<file path="src/rtl/exec_unit.sv">
// Execute stage of the 8-bit accumulator core: single-cycle ALU, iterative shift-add
// multiplier and a one-deep pending slot for instructions that arrive while it runs.
module exec_unit #(
  parameter int DATA_WIDTH = 8
) (
  input  logic                  clk,
  input  logic                  arst,
  input  logic                  exec,
  input  logic [DATA_WIDTH-1:0] ir,
  input  logic [DATA_WIDTH-1:0] ibr,
  input  logic [DATA_WIDTH-1:0] mbr,
  output logic [DATA_WIDTH-1:0] ar,
  output logic [DATA_WIDTH-1:0] ah,
  output logic [3:0]            flags,
  output logic                  busy,
  output logic                  ovr
);

  localparam int W  = DATA_WIDTH;
  localparam int CW = $clog2(W + 1);

  typedef enum logic {S_IDLE, S_MUL} state_t;

  typedef struct packed {
    logic [W-1:0] r;
    logic [3:0]   fl;
  } alu_res_t;

  function automatic logic is_mul_op(input logic [W-1:0] op_ir);
    return (op_ir[7:6] == 2'b10) && (op_ir[5:3] == 3'b000) && (op_ir[1:0] == 2'b11);
  endfunction

  // Single-cycle ops; anything that is not LOAD/ALU-A/ALU-B returns a and fl untouched.
  function automatic alu_res_t alu(input logic [W-1:0] op_ir, input logic [W-1:0] a,
                                   input logic [W-1:0] b, input logic [3:0] fl);
    alu_res_t   res;
    logic [W:0] wide;
    logic       c;
    logic       v;
    logic [2:0] sh;
    res  = '{r: a, fl: fl};
    wide = '0;
    c    = 1'b0;
    v    = 1'b0;
    sh   = b[2:0];
    if (op_ir[5:3] == 3'b000) begin
      case (op_ir[7:6])
        2'b00: begin
          if (op_ir[1:0] == 2'b01) begin
            res.r  = b;
            res.fl = {fl[3], b[W-1], fl[1], (b == '0)};
          end
        end
        2'b01: begin
          case (op_ir[1:0])
            2'b00: begin
              wide  = {1'b0, a} + {1'b0, b};
              c     = wide[W];
              v     = (a[W-1] == b[W-1]) && (wide[W-1] != a[W-1]);
              res.r = wide[W-1:0];
            end
            2'b01: begin
              wide  = {1'b0, a} - {1'b0, b};
              c     = wide[W];
              v     = (a[W-1] != b[W-1]) && (wide[W-1] != a[W-1]);
              res.r = wide[W-1:0];
            end
            2'b10:   res.r = a & b;
            default: res.r = a | b;
          endcase
          res.fl = {v, res.r[W-1], c, (res.r == '0)};
        end
        2'b10: begin
          if (op_ir[1:0] != 2'b11) begin
            case (op_ir[1:0])
              2'b00: res.r = a ^ b;
              2'b01: begin
                // Extra bit above the MSB catches the last bit shifted out (0 for sh==0).
                wide  = {1'b0, a} << sh;
                c     = wide[W];
                res.r = wide[W-1:0];
              end
              default: begin
                wide  = {a, 1'b0} >> sh;
                c     = wide[0];
                res.r = wide[W:1];
              end
            endcase
            res.fl = {1'b0, res.r[W-1], c, (res.r == '0)};
          end
        end
        default: ;
      endcase
    end
    return res;
  endfunction

  state_t         state;
  state_t         state_next;
  logic [CW-1:0]  cnt;
  logic [2*W-1:0] mcand;
  logic [2*W-1:0] prod;
  logic [2*W-1:0] prod_step;
  logic [W-1:0]   mplier;

  logic           pend_valid;
  logic [W-1:0]   pend_ir;
  logic [W-1:0]   pend_ibr;
  logic [W-1:0]   pend_mbr;

  logic           mul_done;
  logic [W-1:0]   base_ar;
  logic [W-1:0]   base_ah;
  logic [3:0]     base_flags;
  logic           iss_valid;
  logic           iss_from_pend;
  logic [W-1:0]   iss_ir;
  logic [W-1:0]   iss_ibr;
  logic [W-1:0]   iss_mbr;
  logic [W-1:0]   iss_op;
  logic           start_mul;
  logic           slot_load;
  logic           drop;
  alu_res_t       alu_out;

  // FSM: state register
  always_ff @(posedge clk) begin
    if (arst) state <= S_IDLE;
    else      state <= state_next;
  end

  // FSM: next state
  always_comb begin
    state_next = state;
    case (state)
      S_IDLE:  if (start_mul) state_next = S_MUL;
      S_MUL:   if (mul_done) state_next = start_mul ? S_MUL : S_IDLE;
      default: state_next = S_IDLE;
    endcase
  end

  // FSM: outputs
  always_comb begin
    busy = (state == S_MUL);
  end

  assign mul_done  = busy && (cnt == CW'(1));
  assign prod_step = prod + (mplier[0] ? mcand : '0);

  // On the completion edge the product is the AR/AH/flags any co-issued op builds on.
  always_comb begin
    base_ar    = ar;
    base_ah    = ah;
    base_flags = flags;
    if (mul_done) begin
      base_ar    = prod_step[W-1:0];
      base_ah    = prod_step[2*W-1:W];
      base_flags = {1'b0, 1'b0, (|prod_step[2*W-1:W]), (prod_step == '0)};
    end
  end

  // NOTE: every variable gets a default before any branch so always_comb never infers a latch.
  always_comb begin
    iss_valid     = 1'b0;
    iss_from_pend = 1'b0;
    iss_ir        = pend_valid ? pend_ir  : ir;
    iss_ibr       = pend_valid ? pend_ibr : ibr;
    iss_mbr       = pend_valid ? pend_mbr : mbr;
    if (!busy) begin
      iss_valid     = pend_valid || exec;
      iss_from_pend = pend_valid;
    end else if (mul_done) begin
      // A pending MUL chains straight on; a pending single-cycle op waits one cycle in IDLE.
      if (pend_valid) begin
        iss_valid     = is_mul_op(pend_ir);
        iss_from_pend = iss_valid;
      end else begin
        iss_valid = exec;
      end
    end
  end

  assign iss_op    = iss_ir[2] ? iss_ibr : iss_mbr;
  assign start_mul = iss_valid && is_mul_op(iss_ir);
  assign alu_out   = alu(iss_ir, base_ar, iss_op, base_flags);
  assign slot_load = exec && ((busy && !pend_valid && !mul_done) || (!busy && pend_valid));
  assign drop      = exec && busy && pend_valid;

  // NOTE: sequential state uses non-blocking assignments so every register samples pre-edge values.
  always_ff @(posedge clk) begin
    if (arst) begin
      ar         <= '0;
      ah         <= '0;
      flags      <= '0;
      ovr        <= 1'b0;
      cnt        <= '0;
      pend_valid <= 1'b0;
    end else begin
      ar    <= base_ar;
      ah    <= base_ah;
      flags <= base_flags;
      if (iss_valid && !start_mul) begin
        ar    <= alu_out.r;
        flags <= alu_out.fl;
      end
      if (drop) ovr <= 1'b1;
      if (start_mul)  cnt <= CW'(W);
      else if (busy)  cnt <= cnt - CW'(1);
      if (slot_load)          pend_valid <= 1'b1;
      else if (iss_from_pend) pend_valid <= 1'b0;
    end
  end

  // NOTE: slot contents and multiplier datapath need no reset; pend_valid/state gate every use.
  always_ff @(posedge clk) begin
    if (slot_load) begin
      pend_ir  <= ir;
      pend_ibr <= ibr;
      pend_mbr <= mbr;
    end
    if (start_mul) begin
      mcand  <= {{W{1'b0}}, base_ar};
      mplier <= iss_op;
      prod   <= '0;
    end else if (busy) begin
      prod   <= prod_step;
      mcand  <= mcand << 1;
      mplier <= mplier >> 1;
    end
  end

endmodule

</file>
<file path="config.mk">
export PLATFORM = sky130hd
export DESIGN_NAME = exec_unit
export DESIGN_NICKNAME = d
export VERILOG_FILES = /design/src/rtl/exec_unit.sv
export SDC_FILE = /design/constraint.sdc
export NUM_CORES = 1
export LEC_CHECK = 0
export BUFFER_PORTS_ARGS = -buffer_cell sky130_fd_sc_hd__buf_2
export CAP_MARGIN = 40
export CORE_MARGIN = 5
export CORE_UTILIZATION = 45
export CTS_CLUSTER_SIZE = 20
export DETAILED_ROUTE_END_ITERATION = 8
export PLACE_DENSITY_LB_ADDON = 0.25
export SLEW_MARGIN = 0
export SYNTH_ARGS = -nofsm -noshare
export SYNTH_HDL_FRONTEND = slang
export SYNTH_SLANG_ARGS = --single-unit
export TNS_END_PERCENT = 100
</file>
<file path="constraint.sdc">
create_clock -name clk -period 5.5 [get_ports clk]
set_input_delay 0.275 -clock clk [delete_from_list [all_inputs] [get_ports clk]]
set_output_delay 0.275 -clock clk [all_outputs]
set_load 0.01 [all_outputs]
</file>
Word level (Yosys, flattened, before mapping)
Index checks and enable logic that the tools add are counted.
{ "word_totals": {"regBits": 91, "input_bits": 27, "word_cells": 111} }
{ "classes": {"n_bitwise": 4, "n_eq_ne": 13, "n_addsub": 4, "n_mux": 40, "n_shift": 2, "reduce_logical": 33} }
{ "op_table": {"columns": ["op", "count"], "rows": [
  ["8-bit 2-to-1 mux", 15],
  ["12-bit 2-to-1 mux", 3],
  ["12-bit case mux with 3 select lines", 1],
  ["8-bit logical NOT", 3],
  ["8-bit case mux with 3 select lines", 1],
  ["16-bit adder", 1],
  ["16-bit logical NOT", 1],
  ["16-bit 2-to-1 mux", 1],
  ["4-bit 2-to-1 mux", 4],
  ["8-bit case mux with 2 select lines", 1],
  ["1-bit logical AND", 15],
  ["2-bit == test, second input constant", 5],
  ["1-bit 2-to-1 mux", 10],
  ["8-bit by 8-bit adder with 9-bit output", 1],
  ["8-bit by 3-bit left shift with 9-bit output", 1],
  ["9-bit by 3-bit >> shifter with 9-bit output", 1],
  ["8-bit by 8-bit subtractor with 9-bit output", 1],
  ["8-bit bitwise AND", 1],
  ["8-bit bitwise OR", 1],
  ["1-bit case mux with 2 select lines", 4],
  ["8-bit OR reduction", 1],
  ["8-bit XOR", 1],
  ["3-bit logical NOT", 2],
  ["2-bit by 1-bit == test with 1-bit output, second input constant", 2],
  ["11 further kinds", 19]
]} }

Longest topological paths before layout
Gate-level depths: netlist (run 1).
{ "depth": {"depth_word": 13, "ltp_mapped": 19, "ltp_nobuf": 17} }

Worst setup path after synthesis (run 1)
OpenSTA, ideal clock, no wires.
{ "synth_timing": {"kind": "register -> register", "from": "register mplier[0]", "to": "register flags[0]", "required_time_ns": 5.421, "setup_slack_ns": 1.060, "stages_incl_launch_ff": 18, "n_path_buf": 1, "setup_time_ns": 0.079, "arrival_time_ns": 4.361, "period_less_slack_ns": 4.440, "cell_sequence": "edfxtp_1 > clkbuf_1 > and2_1 > ha_1 > fa_1 > xor2_1 > mux2i_4 > inv_1 > ha_1 > or2_2 > o311a_1 > o41ai_1 > nor4_1 > nor4_2 > mux2i_1 > nand3b_1 > o41a_1 > o211ai_1"} }
{ "synth_between": {"elab_chain_len": 13, "word_cells_on_any_way": 26} }
{ "synth_lines": {"columns": ["item", "line", "rtl"], "rows": [
  ["from (decl)", "104", "logic [W-1:0] mplier;"],
  ["from (signal assigned)", "223", "mplier <= iss_op;"],
  ["from (signal assigned)", "228", "mplier <= mplier >> 1;"],
  ["16-bit 2-to-1 mux *", "148", "assign prod_step = prod + (mplier[0] ? mcand : '0);"],
  ["16-bit adder *", "148", null],
  ["branches (longest 10 deep; another with 8-bit by 8-bit subtractor with 9-bit output)", null, null],
  ["4-bit 2-to-1 mux *", "202", "if (iss_valid && !start_mul) begin"],
  ["to (signal assigned)", "201", "flags <= base_flags;"],
  ["to (signal assigned)", "204", "flags <= alu_out.fl;"],
  ["to (decl)", "14", "output logic [3:0] flags,"]
]} }
Every way passes the cells marked *. The select of a mux whose other input is x is not followed.
A chain may end at the register's enable or synchronous reset.

Final worst setup path (run 1)
Ends and elaborated chain as after synthesis.

==> results of run 1 <==
## how the worst max path moves through the flow
stage	slack (ns)	depth (start not counted)	end	start
finish	0.61	16	flags[0]	mplier[0]
global route	0.32	15	flags[0]	mplier[0]
CTS	0.65	16	flags[0]	mplier[0]
detailed placement	0.67	16	flags[0]	mplier[0]
global placement	0.86	16	flags[0]	mplier[0]
floorplan	1.06	17	flags[0]	mplier[0]
## state kept, by name, summed over array words and instances (netlist names), 4 cells and up
signal    cells
ah            8
ar            8
cnt           4
flags         4
mcand        16
mplier        8
pend_ibr      8
pend_ir       8
pend_mbr      8
prod         16
## power by group
group | total, µW | leakage [µW] | internal (µW) | switching (µW)
Combinational | 680 | 0.00210 | 260 | 421
Clock | 648 | 0.000150 | 334 | 314
Sequential | 787 | 0.000781 | 753 | 34.4
Total | 2120 | 0.00303 | 1350 | 768
## critical path, delay by kind of cell (launching register included)
family          cells  cell delay (ns)
xor+xnor            1             0.23
simple gates        5             1.13
mux                 2             0.49
fa+ha+maj           3             1.00
buf+inv             1             0.09
flops               1             0.56
compound gates      4             1.32
## cells by family (layout without fill, tap and decap cells)
kind of cell,after synthesis,in the layout,synth area share
adder cells (fa/ha/maj),46,46,0.08608
XOR/XNOR,27,27,0.03728
multiplexers,57,57,0.08644
buffers and inverters,79,113,0.04682
AND/OR/NAND/NOR,275,275,0.1880
flip-flops,91,91,0.3198
AO/OA/AOI/OAI,238,238,0.2356
## cells in the mapped netlist (3+ instances only)
master | n | area [µm²]
a221o_1 | 3 | 30.03
and2_1 | 20 | 125.1
dfxtp_1 | 51 | 1021
nor4b_1 | 3 | 26.28
o211ai_1 | 9 | 67.56
a211o_1 | 6 | 52.55
a21oi_1 | 56 | 280.3
inv_1 | 26 | 97.59
o21bai_1 | 4 | 30.03
a31oi_1 | 7 | 43.79
xnor2_2 | 3 | 48.80
o21ai_1 | 4 | 20.02
or2_2 | 3 | 18.77
o21a_1 | 4 | 30.03
o31ai_1 | 3 | 22.52
nor2_1 | 96 | 360.4
o32ai_1 | 3 | 26.28
nor4_1 | 8 | 50.05
nor2b_1 | 3 | 18.77
buf_2 | 8 | 40.04
and3_1 | 9 | 56.30
fa_1 | 3 | 60.06
buf_1 | 5 | 18.77
nand4bb_1 | 3 | 33.78
edfxtp_1 | 40 | 1201
inv_2 | 3 | 11.26
nor3_1 | 15 | 75.07
nand2b_1 | 11 | 68.82
a32oi_1 | 3 | 26.28
xnor2_1 | 17 | 148.9
o221ai_1 | 6 | 52.55
buf_4 | 5 | 37.54
nand3_1 | 12 | 60.06
a21o_1 | 9 | 67.56
clkbuf_1 | 30 | 112.6
xor2_1 | 7 | 61.31
a211oi_1 | 25 | 187.7
mux2i_1 | 42 | 420.4
mux2_2 | 13 | 146.4
ha_1 | 43 | 538.0
nand2_1 | 75 | 281.5
nand4_1 | 4 | 25.02
a221oi_1 | 6 | 52.55
o22ai_1 | 5 | 31.28
o21ai_0 | 47 | 235.2
## metal layers
layer  global-route usage  vias up  share of wire
li1                     -     3055              -
met1               0.3119     3036           0.43
met2               0.3860      280           0.47
met3              0.02288       75          0.062
met4              0.09729        0          0.041
met5                    0        -              0
## stage by stage
step	instance area (µm²)	power [µW]	setup slack, ns	hold slack, ns	instances
after floorplan	6948	1304	1.060	0.3739	813
after global placement	7356	1466	0.8550	0.4402	1017
after detailed placement	7398	1468	0.6664	0.4470	1019
after CTS	7702	2114	0.6479	0.09475	1035
after global routing	7702	2214	0.3234	0.1018	1035
final	7702	2115	0.6083	0.1013	1035
## area by class of cell
class                      instances  area (µm²)  area share
sequential                        91        2223      0.2887
inverter                          31       116.4     0.01511
clock inverter                     6       65.06    0.008447
clock buffer                      10       239.0     0.03103
tap                              188       235.2     0.03054
timing repair buffer              66       402.9     0.05231
multi-input combinational        643        4420      0.5739
## layout by cell type (no fill, tap or decap), types with 9 or more instances in the layout
| cell type | Yosys | routed |
|---|---|---|
| a211oi_1 | 25 | 25 |
| ha_1 | 43 | 43 |
| mux2_2 | 13 | 13 |
| o211ai_1 | 9 | 9 |
| buf_2 | 8 | 48 |
| edfxtp_1 | 40 | 40 |
| nor2_1 | 96 | 96 |
| buf_4 | 5 | 16 |
| nand2_1 | 75 | 75 |
| dfxtp_1 | 51 | 50 |
| and3_1 | 9 | 9 |
| clkbuf_16 | 0 | 9 |
| o21ai_0 | 47 | 47 |
| xnor2_1 | 17 | 17 |
| nand2b_1 | 11 | 11 |
| mux2i_1 | 42 | 42 |
| inv_1 | 26 | 26 |
| a21oi_1 | 56 | 56 |
| nand3_1 | 12 | 12 |
| a21o_1 | 9 | 9 |
| and2_1 | 20 | 20 |
| nor3_1 | 15 | 14 |
==> out/qor.yml, run 1 <==
outcome:
  status: "finished, final reports clean"
synthesis:
  ys_types: 87
  synth_edf_count: 40
  async_reset_ff_frac: 0
  syn_nets: 886
  yosys_warnings: 0
  ys_ff_latch: 91
  synth_area_um2: 6948
  seq_area_frac_synth: 0.3198
  netlist_instances: 813
  syn_area_per_cell_um2: 8.546
  synth_ff_type: "dfxtp_1"
setup_path:
  crit_chain: "and2_1 -> ha_1 -> fa_1 -> xor2_1 -> mux2i_4 -> inv_1 -> ha_1 -> or2_2 -> o311a_1 -> o41ai_1 -> nor4_1 -> nor4_2 -> mux2i_1 -> nand3b_1 -> o41a_1 -> o211ai_1"
  path_common_cell: "ha_1"
  cp_data_required_time_ns: 5.79
  cpMaxStageDelayCell: "o41ai_1"
  crit_type: "flip-flop to flip-flop"
  regToRegStartpoint: "mplier[0]"
  cp_max_fo: 16
  max_stage_delay_ns: 0.63
  reg2reg_to: "flags[0]"
  ff2ff_path_depth: 16
  cp-start-kind: "flip-flop"
  cp-end-kind: "flip-flop"
  r2r_slack_ns: 0.61
  cp.arrival_ns: 5.18
floorplan:
  chipWidth_um: 134.3
  die-area_um2: 18020
  die-height_um: 134.3
  pin_count: 49
  core_um2: 15150
  initial_core_util: 0.4587
  placementRows: 45
job:
  drv_cap: 0
global_route:
  grt_max_degree: 35
  grt_antenna_before_repair: 0
  grt_use_total: 0.2331
  grt_pass1_wl_um: 33370
  grt_overflow: 0
  grt_pass1_vias: 6197
clock_tree:
  cts_sinks: 91
  clk_latency_ns: 0.36
  cts_tree: "built"
  clockRootBuffer: "clkbuf_16"
  numCtsBuffers: 9
  htreeDepth: 3
  cts.repair.resized: 0
  clockBufferDepth: 2
  holdBufCountCts: 0
  cts_setup_buffers: 0
  clkTransAtPathRegs_ns: 0.08
worst_hold_path:
  min_to: "pend_mbr[3]"
  whs_path_depth: 1
  hold_path_class: "primary input to flip-flop"
  worstHoldStart: "mbr[3]"
place:
  post-dp-hpwl_um: 15610
  io_buffers: 48
  place.gp.congestion: 0.9763
sta:
  setup_viol: 0
  post-route-period-util: 0.8894
  grt_setup_unrepaired: "no"
  worstMarginPinSlew_ns: 0.8559
  finalHoldViolations: 0
  period_minus_slack_ns: 4.892
  max_freq_mhz: 204.4
  maxSlewHeadroom: 0.4234
  setup-tns-final_ns: 0
  maxSlewViolCount: 0
  skew_ns: 0.01421
drt:
  drt_pre_antenna_iters: 7
  drtIter0Drc: 778
  wl_per_cell_um: 20.30
  ant_nets: 0
  vias_per_cell: 6.228
  drc_errors: 0
  vias: 6446
  wirelength_um: 21010
layout:
  syn_to_final_growth_pct: 10.86
  diodes: 0
  final_util: 0.5086
  final_nets: 915
  fill_cells: 1442
  final_layout_size_suffix_gt1_frac: 0.1417
power_and_ir_drop:
  p_leak_uw: 0.003033
  power_density_nw_per_um2: 274.6
  ir_worst_vdd_uv: 172.6
Power figures use the tool's default switching activity.
==> run 2: changes to the inputs <==
==> constraint.sdc (replaced) <==
create_clock -name clk -period 5.6 [get_ports clk]
set_input_delay 0.28 -clock clk [delete_from_list [all_inputs] [get_ports clk]]
set_output_delay 0.28 -clock clk [all_outputs]
set_load 0.01 [all_outputs]
==> run 2 against run 1 <==
  * Total power down 2.8%
  * Global-route usage down 0.58 points
  * Fmax up 0.21%
  * Combinational power is 2% lower
  * Wire length decreased by 1.7%
  * Sequential power is 2% lower
  * Via count increased by 0.34%
  * Final cell count about the same
  * Register-to-register slack improved by 0.11 ns
  * Setup slack better by 0.11 ns
  * Clock skew fell by 0.0053 ns
  * Critical path type unchanged
  * Highest routed layer unchanged
==> out/qor.yml, run 2 (synthesis results as in run 1) <==
setup_path:
  cp-start-kind: "flip-flop"
  path_common_cell: "ha_1"
  cpMaxStageDelayCell: "edfxtp_1"
  cp_max_fo: 16  # unchanged
  crit_type: "flip-flop to flip-flop"
  cp-end-kind: "flip-flop"
  crit_chain: "and2_1 -> ha_1 -> fa_1 -> xor2_1 -> mux2i_4 -> inv_1 -> ha_1 -> or2_2 -> o311a_1 -> o41ai_1 -> nor4_1 -> nor4_2 -> mux2i_1 -> nand3b_1 -> o41a_1 -> o211ai_1"
  max_stage_delay_ns: 0.58  # -0.05 ns
  cp.arrival_ns: 5.16  # -0.02 ns
  cp_data_required_time_ns: 5.88  # +0.09 ns
global_route:
  grt_use_total: 0.2274  # -0.005771
  grt_pass1_wl_um: 32750  # -1.9%
  grt_max_degree: 38  # +8.6%
  grt_antenna_before_repair: 0  # unchanged
  grt_overflow: 0  # unchanged
  grt_pass1_vias: 5977  # -3.6%
floorplan:
  chipWidth_um: 134.3  # unchanged
  die-height_um: 134.3  # unchanged
  pin_count: 49  # unchanged
  initial_core_util: 0.4587  # unchanged
  placementRows: 45  # unchanged
  core_um2: 15150  # unchanged
  die-area_um2: 18020  # unchanged
clock_tree:
  holdBufCountCts: 0  # unchanged
  cts_tree: "built"
  clockBufferDepth: 2  # unchanged
  clk_latency_ns: 0.36  # about the same
  cts.repair.resized: 0  # unchanged
  cts_setup_buffers: 0  # unchanged
  clockRootBuffer: "clkbuf_16"
  clkTransAtPathRegs_ns: 0.07  # about the same
  cts_sinks: 91  # unchanged
  numCtsBuffers: 9  # unchanged
  htreeDepth: 3  # unchanged
layout:
  diodes: 0  # unchanged
  layout_commonest_cell: "nor2_1"
  top_regs: "mcand (16), prod (16)"
  final_cell_mix: "nor2_1, nand2_1, a21oi_1"
  final_util: 0.5060  # -0.002561
  syn_to_final_growth_pct: 10.30
  final_layout_size_suffix_gt1_frac: 0.1407  # -0.001015
  post-route-cell-area_um2: 7664  # -0.50%
  fin_cells: 1034  # -0.097%
  final_nets: 914  # -0.11%
drt:
  drc_errors: 0  # unchanged
  vias: 6468  # +0.34%
  drtIter0Drc: 720  # -7.5%
  vias_per_cell: 6.255  # +0.44%
  drt_pre_antenna_iters: 6  # -1
  wl_per_cell_um: 19.97  # -1.6%
  ant_nets: 0  # unchanged
  wirelength_um: 20650  # -1.7%
place:
  place.gp.congestion: 0.9657  # -1.1%
  dp_slack_ns: 0.7800  # +0.1136 ns
  io_buffers: 48  # unchanged
  post-dp-hpwl_um: 15240  # -2.3%
  place_area_um2: 7371  # -0.37%
  dpl.cell_count: 1018  # -0.098%
sta:
  maxSlewHeadroom: 0.4541  # +0.03075
  skew_ns: 0.008890  # -0.005320 ns
  period_minus_slack_ns: 4.882  # -0.01013 ns
  finalHoldViolations: 0  # unchanged
  post-route-period-util: 0.8717  # -0.01769
  max_freq_mhz: 204.9  # +0.21%
  grt_setup_unrepaired: "no"
  setup_viol: 0  # unchanged
  worstMarginPinSlew_ns: 0.8188  # -0.03708 ns
  maxSlewViolCount: 0  # unchanged
  setup-tns-final_ns: 0  # unchanged
  fin_ws_ns: 0.7184  # +0.1101 ns
worst_hold_path:
  hold_path_class: "primary input to flip-flop"
power_and_ir_drop:
  ir_worst_vdd_uv: 150.6  # -13%
  p_leak_uw: 0.003014  # -0.63%
  power_density_nw_per_um2: 268.3  # -2.3%
outcome:
  status: "finished, final reports clean"
job:
  drv_cap: 0  # unchanged
-- run 2: where the power goes --
part	total (µW)	switching, µW	leakage (µW)	internal, µW
clock	614	301	0.000142	313
sequential	774	34.8	0.000781	739
combinational	668	414	0.00209	254
total	2060	750	0.00301	1310
-- run 2: through the flow --
stage               power (µW)  hold WS (ns)
finish                    2056        0.1105
global route              2161        0.1049
CTS                       2052        0.1021
detailed placement        1441        0.4441
global placement          1439        0.4379
floorplan                 1281        0.3789
-- run 2: layer usage --
metal	global-route usage	routed length, µm	up-vias
li1	-	-	3058
met1	0.3019	8814	3027
met2	0.3696	9471	302
met3	0.04239	1535	81
met4	0.08371	832	0
met5	0	0	-
-- run 2: critical path: cells and delay by family (launching register included) --
family / cells / cell delay [ns]
adder cells (fa/ha/maj): 3 / 0.96
multiplexers: 2 / 0.42
buffers and inverters: 1 / 0.13
AO/OA/AOI/OAI: 4 / 1.24
XOR/XNOR: 1 / 0.34
AND/OR/NAND/NOR: 5 / 1.15
flip-flops: 1 / 0.58
-- run 2: path summary, 6_finish.rpt --
check	start	to	cells after the start	slack, ns
hold / removal	ibr[5]	pend_ibr[5]	1	0.11
setup reg to reg	mplier[0]	flags[0]	16	0.72
setup / recovery	mplier[0]	flags[0]	16	0.72
hold reg to reg	ah[1]	ah[1]	2	0.45
-- run 2: final cells by class --
class                   instances  area (µm²)
inverters                      31       116.4
clock buffers                   9       225.2
multi-input cells             643        4420
fillers                      1451        7482
well taps                     188       235.2
flip-flops and latches         91        2223
clock inverters                 7       67.56
repair buffers                 65       375.4
